==> src/rtl/pipeline_hazard_ctrl.sv <==
// Stall/flush sequencer for the five-stage pipeline registers and the PC.
// Handles load-use stalls, multi-cycle divide holds, MEM-stage redirects and
// exception/eret drains.
// Optional feature: define HAZARD_STATS_EN to add the stall_cycles and
// flush_events statistics counters.
module pipeline_hazard_ctrl #(
    parameter int unsigned DIV_CYCLES = 32,
    parameter int unsigned CNT_W      = 8
) (
    input  logic        clock,
    input  logic        reset,
    input  logic [4:0]  id_rs,
    input  logic [4:0]  id_rt,
    input  logic        id_uses_rt,
    input  logic        ex_memread,
    input  logic [4:0]  ex_waddr,
    input  logic        ex_div_start,
    input  logic        mem_redirect,
    input  logic        exception,
    input  logic        eret,
    output logic        pc_write,
    output logic        if_id_write,
    output logic        id_ex_write,
    output logic        if_id_flush,
    output logic        id_ex_flush,
    output logic        ex_mem_flush,
    output logic        mem_wb_flush,
    output logic        div_busy,
`ifdef HAZARD_STATS_EN
    output logic [31:0] stall_cycles,
    output logic [31:0] flush_events,
`endif
    output logic [1:0]  state
);

    typedef enum logic [1:0] {
        RUN       = 2'd0,
        DIV_WAIT  = 2'd1,
        EXC_FLUSH = 2'd2
    } state_t;

    state_t           r_state;
    state_t           w_next_state;
    logic [CNT_W-1:0] r_cnt;
    logic [CNT_W-1:0] w_next_cnt;
    logic             w_load_use;

    // Load in EX writes a register the ID instruction reads; $0 never hazards.
    assign w_load_use = ex_memread && (ex_waddr != 5'd0) &&
                        ((ex_waddr == id_rs) || (id_uses_rt && (ex_waddr == id_rt)));

    // State and divide counter registers.
    always_ff @(posedge clock) begin
        if (reset) begin
            r_state <= RUN;
            r_cnt   <= '0;
        end else begin
            r_state <= w_next_state;
            r_cnt   <= w_next_cnt;
        end
    end

    // Next state and pipeline control, prioritised exception > redirect > divide > load-use.
    always_comb begin
        w_next_state = r_state;
        w_next_cnt   = r_cnt;
        pc_write     = 1'b1;
        if_id_write  = 1'b1;
        id_ex_write  = 1'b1;
        if_id_flush  = 1'b0;
        id_ex_flush  = 1'b0;
        ex_mem_flush = 1'b0;
        mem_wb_flush = 1'b0;
        div_busy     = 1'b0;
        state        = r_state;

        if (reset) begin
            w_next_state = RUN;
            w_next_cnt   = '0;
            pc_write     = 1'b0;
            if_id_write  = 1'b0;
            id_ex_write  = 1'b0;
            if_id_flush  = 1'b1;
            id_ex_flush  = 1'b1;
            ex_mem_flush = 1'b1;
            mem_wb_flush = 1'b1;
            state        = RUN;
        end else if (exception || eret) begin
            w_next_state = EXC_FLUSH;
            w_next_cnt   = '0;
            if_id_flush  = 1'b1;
            id_ex_flush  = 1'b1;
            ex_mem_flush = 1'b1;
            mem_wb_flush = 1'b1;
        end else if (mem_redirect) begin
            // A divide in EX is younger than the redirecting branch, so it is dropped.
            w_next_state = RUN;
            w_next_cnt   = '0;
            if_id_flush  = 1'b1;
            id_ex_flush  = 1'b1;
            ex_mem_flush = 1'b1;
        end else begin
            case (r_state)
                RUN: begin
                    if (ex_div_start) begin
                        w_next_state = DIV_WAIT;
                        w_next_cnt   = CNT_W'(DIV_CYCLES - 1);
                        pc_write     = 1'b0;
                        if_id_write  = 1'b0;
                        id_ex_write  = 1'b0;
                        ex_mem_flush = 1'b1;
                        div_busy     = 1'b1;
                    end else if (w_load_use) begin
                        pc_write     = 1'b0;
                        if_id_write  = 1'b0;
                        id_ex_flush  = 1'b1;
                    end
                end
                DIV_WAIT: begin
                    pc_write     = 1'b0;
                    if_id_write  = 1'b0;
                    id_ex_write  = 1'b0;
                    ex_mem_flush = 1'b1;
                    div_busy     = 1'b1;
                    w_next_cnt   = r_cnt - CNT_W'(1);
                    if (r_cnt <= CNT_W'(1)) begin
                        w_next_state = RUN;
                        w_next_cnt   = '0;
                    end
                end
                EXC_FLUSH: begin
                    w_next_state = RUN;
                    if_id_flush  = 1'b1;
                    id_ex_flush  = 1'b1;
                    ex_mem_flush = 1'b1;
                end
                default: begin
                    w_next_state = RUN;
                    w_next_cnt   = '0;
                    state        = RUN;
                end
            endcase
        end
    end

`ifdef HAZARD_STATS_EN
    logic [31:0] r_stall_cycles;
    logic [31:0] r_flush_events;
    logic        w_evt_flush;

    // id_ex_flush not caused by a load-use stall comes from a redirect or exception drain.
    assign w_evt_flush = id_ex_flush && (exception || eret || mem_redirect || (r_state == EXC_FLUSH));

    // Saturating statistics counters.
    always_ff @(posedge clock) begin
        if (reset) begin
            r_stall_cycles <= '0;
            r_flush_events <= '0;
        end else begin
            if (!pc_write && (r_stall_cycles != 32'hFFFF_FFFF))
                r_stall_cycles <= r_stall_cycles + 32'd1;
            if (w_evt_flush && (r_flush_events != 32'hFFFF_FFFF))
                r_flush_events <= r_flush_events + 32'd1;
        end
    end

    assign stall_cycles = r_stall_cycles;
    assign flush_events = r_flush_events;
`endif

endmodule
==> config.mk <==
export PLATFORM = sky130hd
export DESIGN_NAME = pipeline_hazard_ctrl
export DESIGN_NICKNAME = d
export VERILOG_FILES = /design/src/rtl/pipeline_hazard_ctrl.sv
export SDC_FILE = /design/constraint.sdc
export NUM_CORES = 1
export LEC_CHECK = 0
export BUFFER_PORTS_ARGS = -buffer_cell sky130_fd_sc_hd__buf_4
export CAP_MARGIN = 10
export CORE_MARGIN = 8
export CORE_UTILIZATION = 47
export DETAILED_ROUTE_END_ITERATION = 12
export PLACE_DENSITY_LB_ADDON = 0.12
export SETUP_SLACK_MARGIN = 0.5
export SLEW_MARGIN = 20
export SYNTH_ARGS = -nofsm -noshare
export SYNTH_HDL_FRONTEND = slang
export SYNTH_SLANG_ARGS = --single-unit
export TNS_END_PERCENT = 30
==> constraint.sdc <==
create_clock -name clock -period 2.7 [get_ports clock]
set_input_delay 0.81 -clock clock [delete_from_list [all_inputs] [get_ports clock]]
set_output_delay 0.81 -clock clock [all_outputs]
set_load 0.01 [all_outputs]
-- Word-level counts from Yosys, hierarchy flattened
Index checks and enable logic that the tools add are counted.
- register bits after elaboration: 10
- latch bits: 0
- RAM bits: 0
- memory bits (read-only): 0
- input port bits: 23
- logic and storage cells: 71
- memories kept: 0
- $add $sub $neg: 1
- multiply operators: 0
- div/mod/pow operators: 0
- $lt $le $gt $ge: 1
- eq/ne operators: 8
- shifts and indexed selects: 0
- mux-type cells: 44
- bitwise operators: 1
- reductions and logical operators: 13
- operators with widths (operator ; number):
    $mux 1 ; 27
    $pmux 8 s3 ; 1
    $mux 2 ; 8
    $mux 8 ; 2
    $eq 5x5->1 ; 2
    $pmux 1 s2 ; 5
    $le 8x1->1 const B ; 1
    $ne 4x4->1 const B ; 2
    $sub 8x1->8 const B ; 1
    $reduce_and 2->1 ; 3
    $reduce_or 3->1 ; 2
    $reduce_bool 5->1 ; 1
    $ne 2x2->1 const B ; 2
    $pmux 2 s2 ; 1
    $logic_and 1x1->1 ; 3
    $eq 2x1->1 const B ; 1
    $eq 2x2->1 const B ; 1
    $logic_not 2->1 ; 1
    $logic_or 1x1->1 ; 2
    $reduce_or 2->1 ; 1
    $not 1->1 ; 1

-- Logic depth before layout (Yosys ltp)
Gate-level depths: netlist of the first run.
- word-level depth: 10
- depth in mapped cells: 7
- depth with buffers taken out: 6

-- Worst setup path before layout of the first run
Ideal clock, no wire load.
- kind: input to output
- from: in mem_redirect
- to: out pc_write
- arrival time: 1936 ps
- data required time: 1890 ps
- path slack: -46 ps
- cell stages on the path: 5
- buffers on the path: 1
- path through: nor3_1 > o21ai_0 > o21ba_2 > o31a_1 > buf_4
- longest elaborated chain between the ends: 3
- RTL lines (what ; RTL line ; source):
    start, declared ; 18 ; input logic mem_redirect,
    $mux 1 (3 in series) ; n/a ;
    end, declared ; 21 ; output logic pc_write,
Every way passes these cells.

-- Final worst setup path of the first run
- from: in id_rt[2]
- to: out id_ex_flush
- longest elaborated chain between the ends: 10
- RTL lines (what ; RTL line ; source):
    start, declared ; 13 ; input logic [4:0] id_rt,
    $eq 5x5->1 ; 50 ; ((ex_waddr == id_rs) || (id_uses_rt && (ex_waddr == id_rt)));
    $logic_and 1x1->1 ; 50 ;
    $logic_or 1x1->1 ; 50 ;
    $logic_and 1x1->1 ; 49 ; assign w_load_use = ex_memread && (ex_waddr != 5'd0) &&
    $mux 1 ; 113 ; end else if (w_load_use) begin
    $mux 1 ; 105 ; if (ex_div_start) begin
    $pmux 1 s2 ; 103 ; case (r_state)
    $mux 1 ; 95 ; end else if (mem_redirect) begin
    $mux 1 ; 88 ; end else if (exception || eret) begin
    $mux 1 ; 77 ; if (reset) begin
    end, declared ; 25 ; output logic id_ex_flush,
Every way passes these cells.

==> results of run 1 <==
[per-stage QoR]
stage | instance area (µm²) | cells | setup TNS, ps | total power (µW)
floorplan | 864.6 | 106 | 0 | 215.6
global placement | 1147 | 164 | -282.3 | 267.0
detailed placement | 1147 | 164 | -307.1 | 269.3
CTS | 1272 | 167 | -80.28 | 389.2
global route | 1311 | 167 | -407.2 | 415.0
finish | 1311 | 167 | -286.9 | 394.3
[power by group through the flow]
| stage | logic [µW] | clock network (µW) | registers (µW) |
|---|---|---|---|
| floorplan | 59.5 | 0 | 156 |
| global placement | 110 | 0 | 157 |
| CTS | 128 | 107 | 153 |
| global route | 149 | 112 | 154 |
| detailed placement | 112 | 0 | 157 |
| finish | 139 | 102 | 154 |
[layer usage]
layer / wire [µm] / vias up / track usage
met1: 1147 / 429 / 0.1741
li1: - / 461 / -
met4: 27 / 0 / 0.06826
met5: 0 / - / 0
met2: 1288 / 36 / 0.2724
met3: 247 / 4 / 0.07609
[sequential cells by signal (all words and copies together), names as in the netlist]
signal   cells
r_cnt        8
r_state      2
[cells by family (layout without fill, tap and decap cells)]
logic type,Yosys count,after routing
buffers and inverters,7,43
xor gates and xnor gates,12,12
DFF,10,10
adders and majority gates,6,6
AOI/OAI and AO/OA,29,29
muxes,2,2
and+or+nand+nor,40,40
[synth_stat cells, drive strengths merged, types with 2 or more instances]
cell type / count / area [µm²]
a21oi: 10 / 50.05
dfxtp: 10 / 200.2
ha: 6 / 75.07
inv: 5 / 18.77
mux2i: 2 / 20.02
nand2: 3 / 11.26
nand2b: 3 / 18.77
nor2: 16 / 60.06
nor3: 4 / 20.02
nor4: 4 / 25.02
o21ai: 7 / 35.03
o221a: 2 / 22.52
or2: 2 / 12.51
or3: 3 / 25.03
or4: 2 / 15.01
xnor2: 3 / 26.28
xor2: 9 / 78.83
[layout make-up]
type | instances | share of cell area
clock buffers | 3 | 0.01718
inverters | 5 | 0.01431
multi-input cells | 89 | 0.5391
flip-flops and latches | 10 | 0.1536
well taps | 25 | 0.02385
repair buffers | 35 | 0.2519
[worst max-delay path, delay by kind of cell]
family,cells,cell delay (ps)
AO/OA/AOI/OAI,2,520
XOR/XNOR,1,160
buffers and inverters,2,280
AND/OR/NAND/NOR,1,270
[timing repair]
action	CTS	global route
resized for setup	27	8
pin swaps	17	9
setup endpoints to repair	10	10
[worst paths after layout]
| kind | depth (start not counted) | endpoint |
|---|---|---|
| setup / recovery | 6 | id_ex_flush |
| hold / removal | 2 | r_cnt[6] |
| setup reg to reg | 6 | r_cnt[6] |
| hold reg to reg | 2 | r_cnt[6] |
==> impl_metrics.yaml, run 1 <==
logic_synthesis:
  yosys_warnings: 0
  synth_edf_count: 0
  synth_ff_type: "dfxtp_1"
  syn_area_um2: 853.3
  synth-xor-area-share: 0.1232
  yosysUniqueCellTypes: 35
  ys_seq_elements: 10
  synth_compound_area_frac: 0.2537
  synthMuxAreaShare: 0.02346
  synth-seq-area-share: 0.2346
  syn_inst: 106
  yosys.area_share.simple: 0.2419
  synth.avg_cell_area_um2: 8.050
  synthArstFlopShare: 0
  synth.net_count: 135
  synth_top_family_by_area: "compound AO/OA/AOI/OAI gates"
  synthAdderAreaFrac: 0.08798
drt:
  via_count: 930
  dr.pass1.iters: 4
  viasPerCell: 5.569
  drc: 0
  routedWlPerCell_um: 16.23
  finalWirelength_um: 2710
  drtAntennaViolNets: 0
  drt_iter0_drc: 33
floorplanning:
  boundaryPins: 33
  dieHeight_um: 58.61
  core_area_um2: 1727
  die_w_um: 58.61
  initial_core_util: 0.4942
  dieArea_um2: 3435
  rows: 15
finish:
  fin_util: 0.7594
  drive_gt1_frac: 0.3944
  multi_input_area_um2: 706.9
  diodes: 0
  layout_common_cells: "buf_4, nor2_1, buf_6"
  regArea_um2: 201.4
  final_common_cell: "buf_4"
  nNetsFinal: 173
  area_growth_pct: 53.67
  n_fill_cell: 123
hold_path:
  hold_class: "flip-flop to flip-flop"
  hp-start: "r_cnt[6]"
status:
  status: "complete, but fails checks"
  failed_checks: "setup timing"
setup_path:
  crit_path_end_kind: "output pin"
  reg2reg_from: "r_cnt[0]"
  crit_fanout: 2
  critPathLaunch: "id_rt[2]"
  startpoint_type: "input pin"
  crit_type: "input pin to output pin"
  crit_required_ps: 1890
  slowest_delay_ps: 350
  critical_path.cell_chain: "buf_6 > xor2_1 > nor4_2 > a32oi_1 > o311ai_1 > buf_4"
  crit_slowest_cell: "o311ai_1"
  reg2reg_slack_ps: 910
  worstPathArrival_ps: 2040
sta:
  worst_pin_slew_ps: 441.6
  hold_ws_ps: 472.5
  finClkSkew_ps: 5.915
  fin_crit_sh: 1.056
  fin_ws_ps: -150.6
  slew_headroom: 0.7050
  setup_viol_count_final: 3
  drv_slew: 0
  min_period_ps: 2851
  hold_violations: 0
  grt_setup_unrepaired: "yes"
  fmax_mhz: 350.8
global_route:
  grt_use_total: 0.1636
  grt.overflow.total: 0
  antenna_found_initial: 0
  grt_pass1_vias: 999
  grt_pass1_wl_um: 4395
  grt_max_degree: 11
clock_tree:
  cts_made_buffers: 3
  clockBufferDepth: 2
  clk_pin_slew_ps: 70
  clock_latency_ps: 260
  cts_setup_buffers: 0
  cts.htree.levels: 1
  root_buffer: "clkbuf_4"
  clock_sinks: 10
  cts_tree: "done"
  cts_hold_buf: 0
pwr:
  pwr-share-seq: 0.389
  peakVddDrop_uv: 211.4
  intPower_uw: 275.0
  switching_power_uw: 119.4
  pwr_density_cell_nw_per_um2: 300.7
  p_leak_uw: 0.0005560
  pwr-share-comb: 0.351
  clockPowerShare: 0.259
  switching_share: 0.3027
flow_run:
  cap_violations: 0
placement:
  io_buffers: 32
  gp_congestion: 0.8305
  hpwl_um: 1903
  dp_slack_ps: -108.8
No activity file was read; power rests on OpenSTA's default activity.
==> run 2: changes to the inputs <==
ABC_AREA = 1   (was default)
CORE_UTILIZATION = 50   (was 47)
==> run 2 against run 1 <==
Power decreased by 0.63%. Sequential share of layout area decreased by 0.75 points. Largest power group unchanged. The flow now finishes without violations. First-iteration DRC count decreased by 55%. Die area increased by 7.7%. Wire length decreased by 6.3%. Via count increased by 16%. Register-to-register slack improved by 230 ps. Non-clock buffer count increased by 1.
==> impl_metrics.yaml, run 2 <==
finish:
  diodes: 0
  reg_top3: "r_cnt (8), r_state (2)"
  regMostFlops: "r_cnt"
  drive_gt1_frac: 0.3317
  largest_reg_flops: 8
  layout_common_cells: "nand2_1, buf_4, inv_1"
  nNetsFinal: 236
  area_growth_pct: 36.36
  final_cell_area_um2: 1370
  final_common_cell: "nand2_1"
pwr:
  finalPower_uw: 391.8
  p_leak_uw: 0.0007770
  peakVddDrop_uv: 155.5
  pwr_density_cell_nw_per_um2: 286.0
logic_synthesis:
  synth.net_count: 197
  yosys-top-cells-area: "dfxtp_1, nand2_1, inv_1"
  yosys.area.top_type_share: 0.1993
  synth_ff_type: "dfxtp_1"
  yosysMostFrequentCell: "nand2_1"
  yosysUniqueCellTypes: 27
  synth_edf_count: 0
  synth.avg_cell_area_um2: 5.980
  ys_top_cells_by_count: "nand2_1, inv_1, nor2_1"
  synthArstFlopShare: 0
  synth_top_area_cell: "dfxtp_1"
  syn_inst: 168
  synth-seq-area-share: 0.1993
  syn_area_um2: 1005
  yosys_warnings: 0
  ys_seq_elements: 10
setup_path:
  crit_required_ps: 1890
  slowest_delay_ps: 130
  worstPathArrival_ps: 1690
  crit_type: "input pin to output pin"
  critPathLaunch: "eret"
  crit_fanout: 5
  crit_path_end_kind: "output pin"
  crit_slowest_cell: "nor2_4"
  reg2reg_from: "r_state[0]"
  startpoint_type: "input pin"
  critical_path.cell_chain: "buf_6 > nor2_4 > inv_2 > nor2_4 > inv_4 > nor2_8 > inv_4 > nor2_4 > nand2_2 > buf_6"
  reg2reg_slack_ps: 1140
  rr_worst_depth: 7
  r2r_end: "r_cnt[7]"
  worst_path_most_repeated_cell: "nor2_4"
clock_tree:
  clockBufferDepth: 2
  cts.htree.levels: 1
  clk_pin_slew_ps: 60
  cts_made_buffers: 3
  clock_sinks: 10
  root_buffer: "clkbuf_4"
  clock_latency_ps: 270
  cts_tree: "done"
drt:
  dr.pass1.iters: 4
  drtAntennaViolNets: 0
  drc: 0
  drt_iter0_drc: 15
  viasPerCell: 4.664
  via_count: 1082
  finalWirelength_um: 2540
  routedWlPerCell_um: 10.95
sta:
  fin_crit_sh: 0.9255
  fmax_mhz: 400.2
  fin_setup_tns_ps: 0
  drv_slew: 0
  worst_pin_slew_ps: 398.6
  slew_headroom: 0.7333
  hold_ws_ps: 529.7
  hold_violations: 0
  min_period_ps: 2499
  setup_viol_count_final: 0
  finClkSkew_ps: 3.679
  grt_setup_unrepaired: "yes"
global_route:
  grt.overflow.total: 0
  grt_max_degree: 9
  antenna_found_initial: 0
  grt_use_total: 0.1595
  grt_pass1_wl_um: 4533
  grt_pass1_vias: 1115
floorplanning:
  initial_core_util: 0.5228
  die_w_um: 60.83
  rows: 16
  dieHeight_um: 60.83
  boundaryPins: 33
  core_area_um2: 1922
  dieArea_um2: 3700
placement:
  io_buffers: 32
  place_area_um2: 1290
  hpwl_um: 2046
  gp_congestion: 0.8212
hold_path:
  hold_class: "flip-flop to flip-flop"
  hp-start: "r_state[0]"
  min_delay_path_depth: 2
  min_to: "r_state[0]"
status:
  status: "completed"
flow_run:
  cap_violations: 0
-- run 2: changes by cell type after synthesis, sizes merged, moves of 2 or more --
cell	before	now
nand2b	3	0
nor3	4	2
or4	2	0
inv	5	39
nor4	4	0
xor2	9	5
mux2i	2	0
or3	3	0
o21ai	7	12
xnor2	3	1
nand3	1	11
nor2	16	23
nand2	3	43
o221a	2	0
-- run 2: cell families after synthesis --
family | synth area share
buffers and inverters | 0.1619
DFF | 0.1993
adders and majority gates | 0.07472
and+or+nand+nor | 0.3873
xor gates and xnor gates | 0.05230
AOI/OAI and AO/OA | 0.1245
-- run 2: what timing repair did --
item                       CTS  global route
hold buffers                 0             0
buffers inserted             2             1
setup endpoints to repair    9             9
pin swaps                    5             4
resized for setup            8             3
-- run 2: area by class of cell --
class,count,area (µm²)
multi-input combinational,116,673.1
fill,189,551.8
timing repair buffer,36,285.3
sequential,10,200.2
inverter,40,155.1
tap,27,33.78
clock buffer,3,22.52
-- run 2: per-layer routing --
metal,vias to the layer above,part of all wire,global-route usage
met4,0,0.028,0.09967
met2,33,0.49,0.2821
met1,461,0.43,0.1657
met5,-,0,0
li1,581,-,-
met3,7,0.051,0.03602
-- run 2: critical path, delay by kind of cell --
| kind | cells | cell delay (ps) |
|---|---|---|
| buffers and inverters | 5 | 400 |
| and+or+nand+nor | 5 | 490 |
-- run 2: per-stage QoR --
stage	util	worst slack [ps]	instances
after floorplan	-	320.6	168
after global placement	0.6712	159.5	226
after detailed placement	0.6712	110.3	226
after CTS	0.7051	137.1	231
after global routing	0.7129	124.4	232
final	0.7129	201.1	232
-- run 2: worst max path at each step --
stage                       end  cells after the start  slack, ps
floorplan              pc_write                      9        320
finish              id_ex_flush                     10        200
global route        if_id_write                     11        120
CTS                 id_ex_flush                     10        140
detailed placement  id_ex_flush                     10        110
global placement    id_ex_flush                     10        160
-- run 2: power breakdown --
part	switching, µW	leakage (µW)	internal (µW)
combinational	74.1	0.000682	63.0
sequential	2.84	0.0000811	150
clock	49.9	0.0000138	51.5
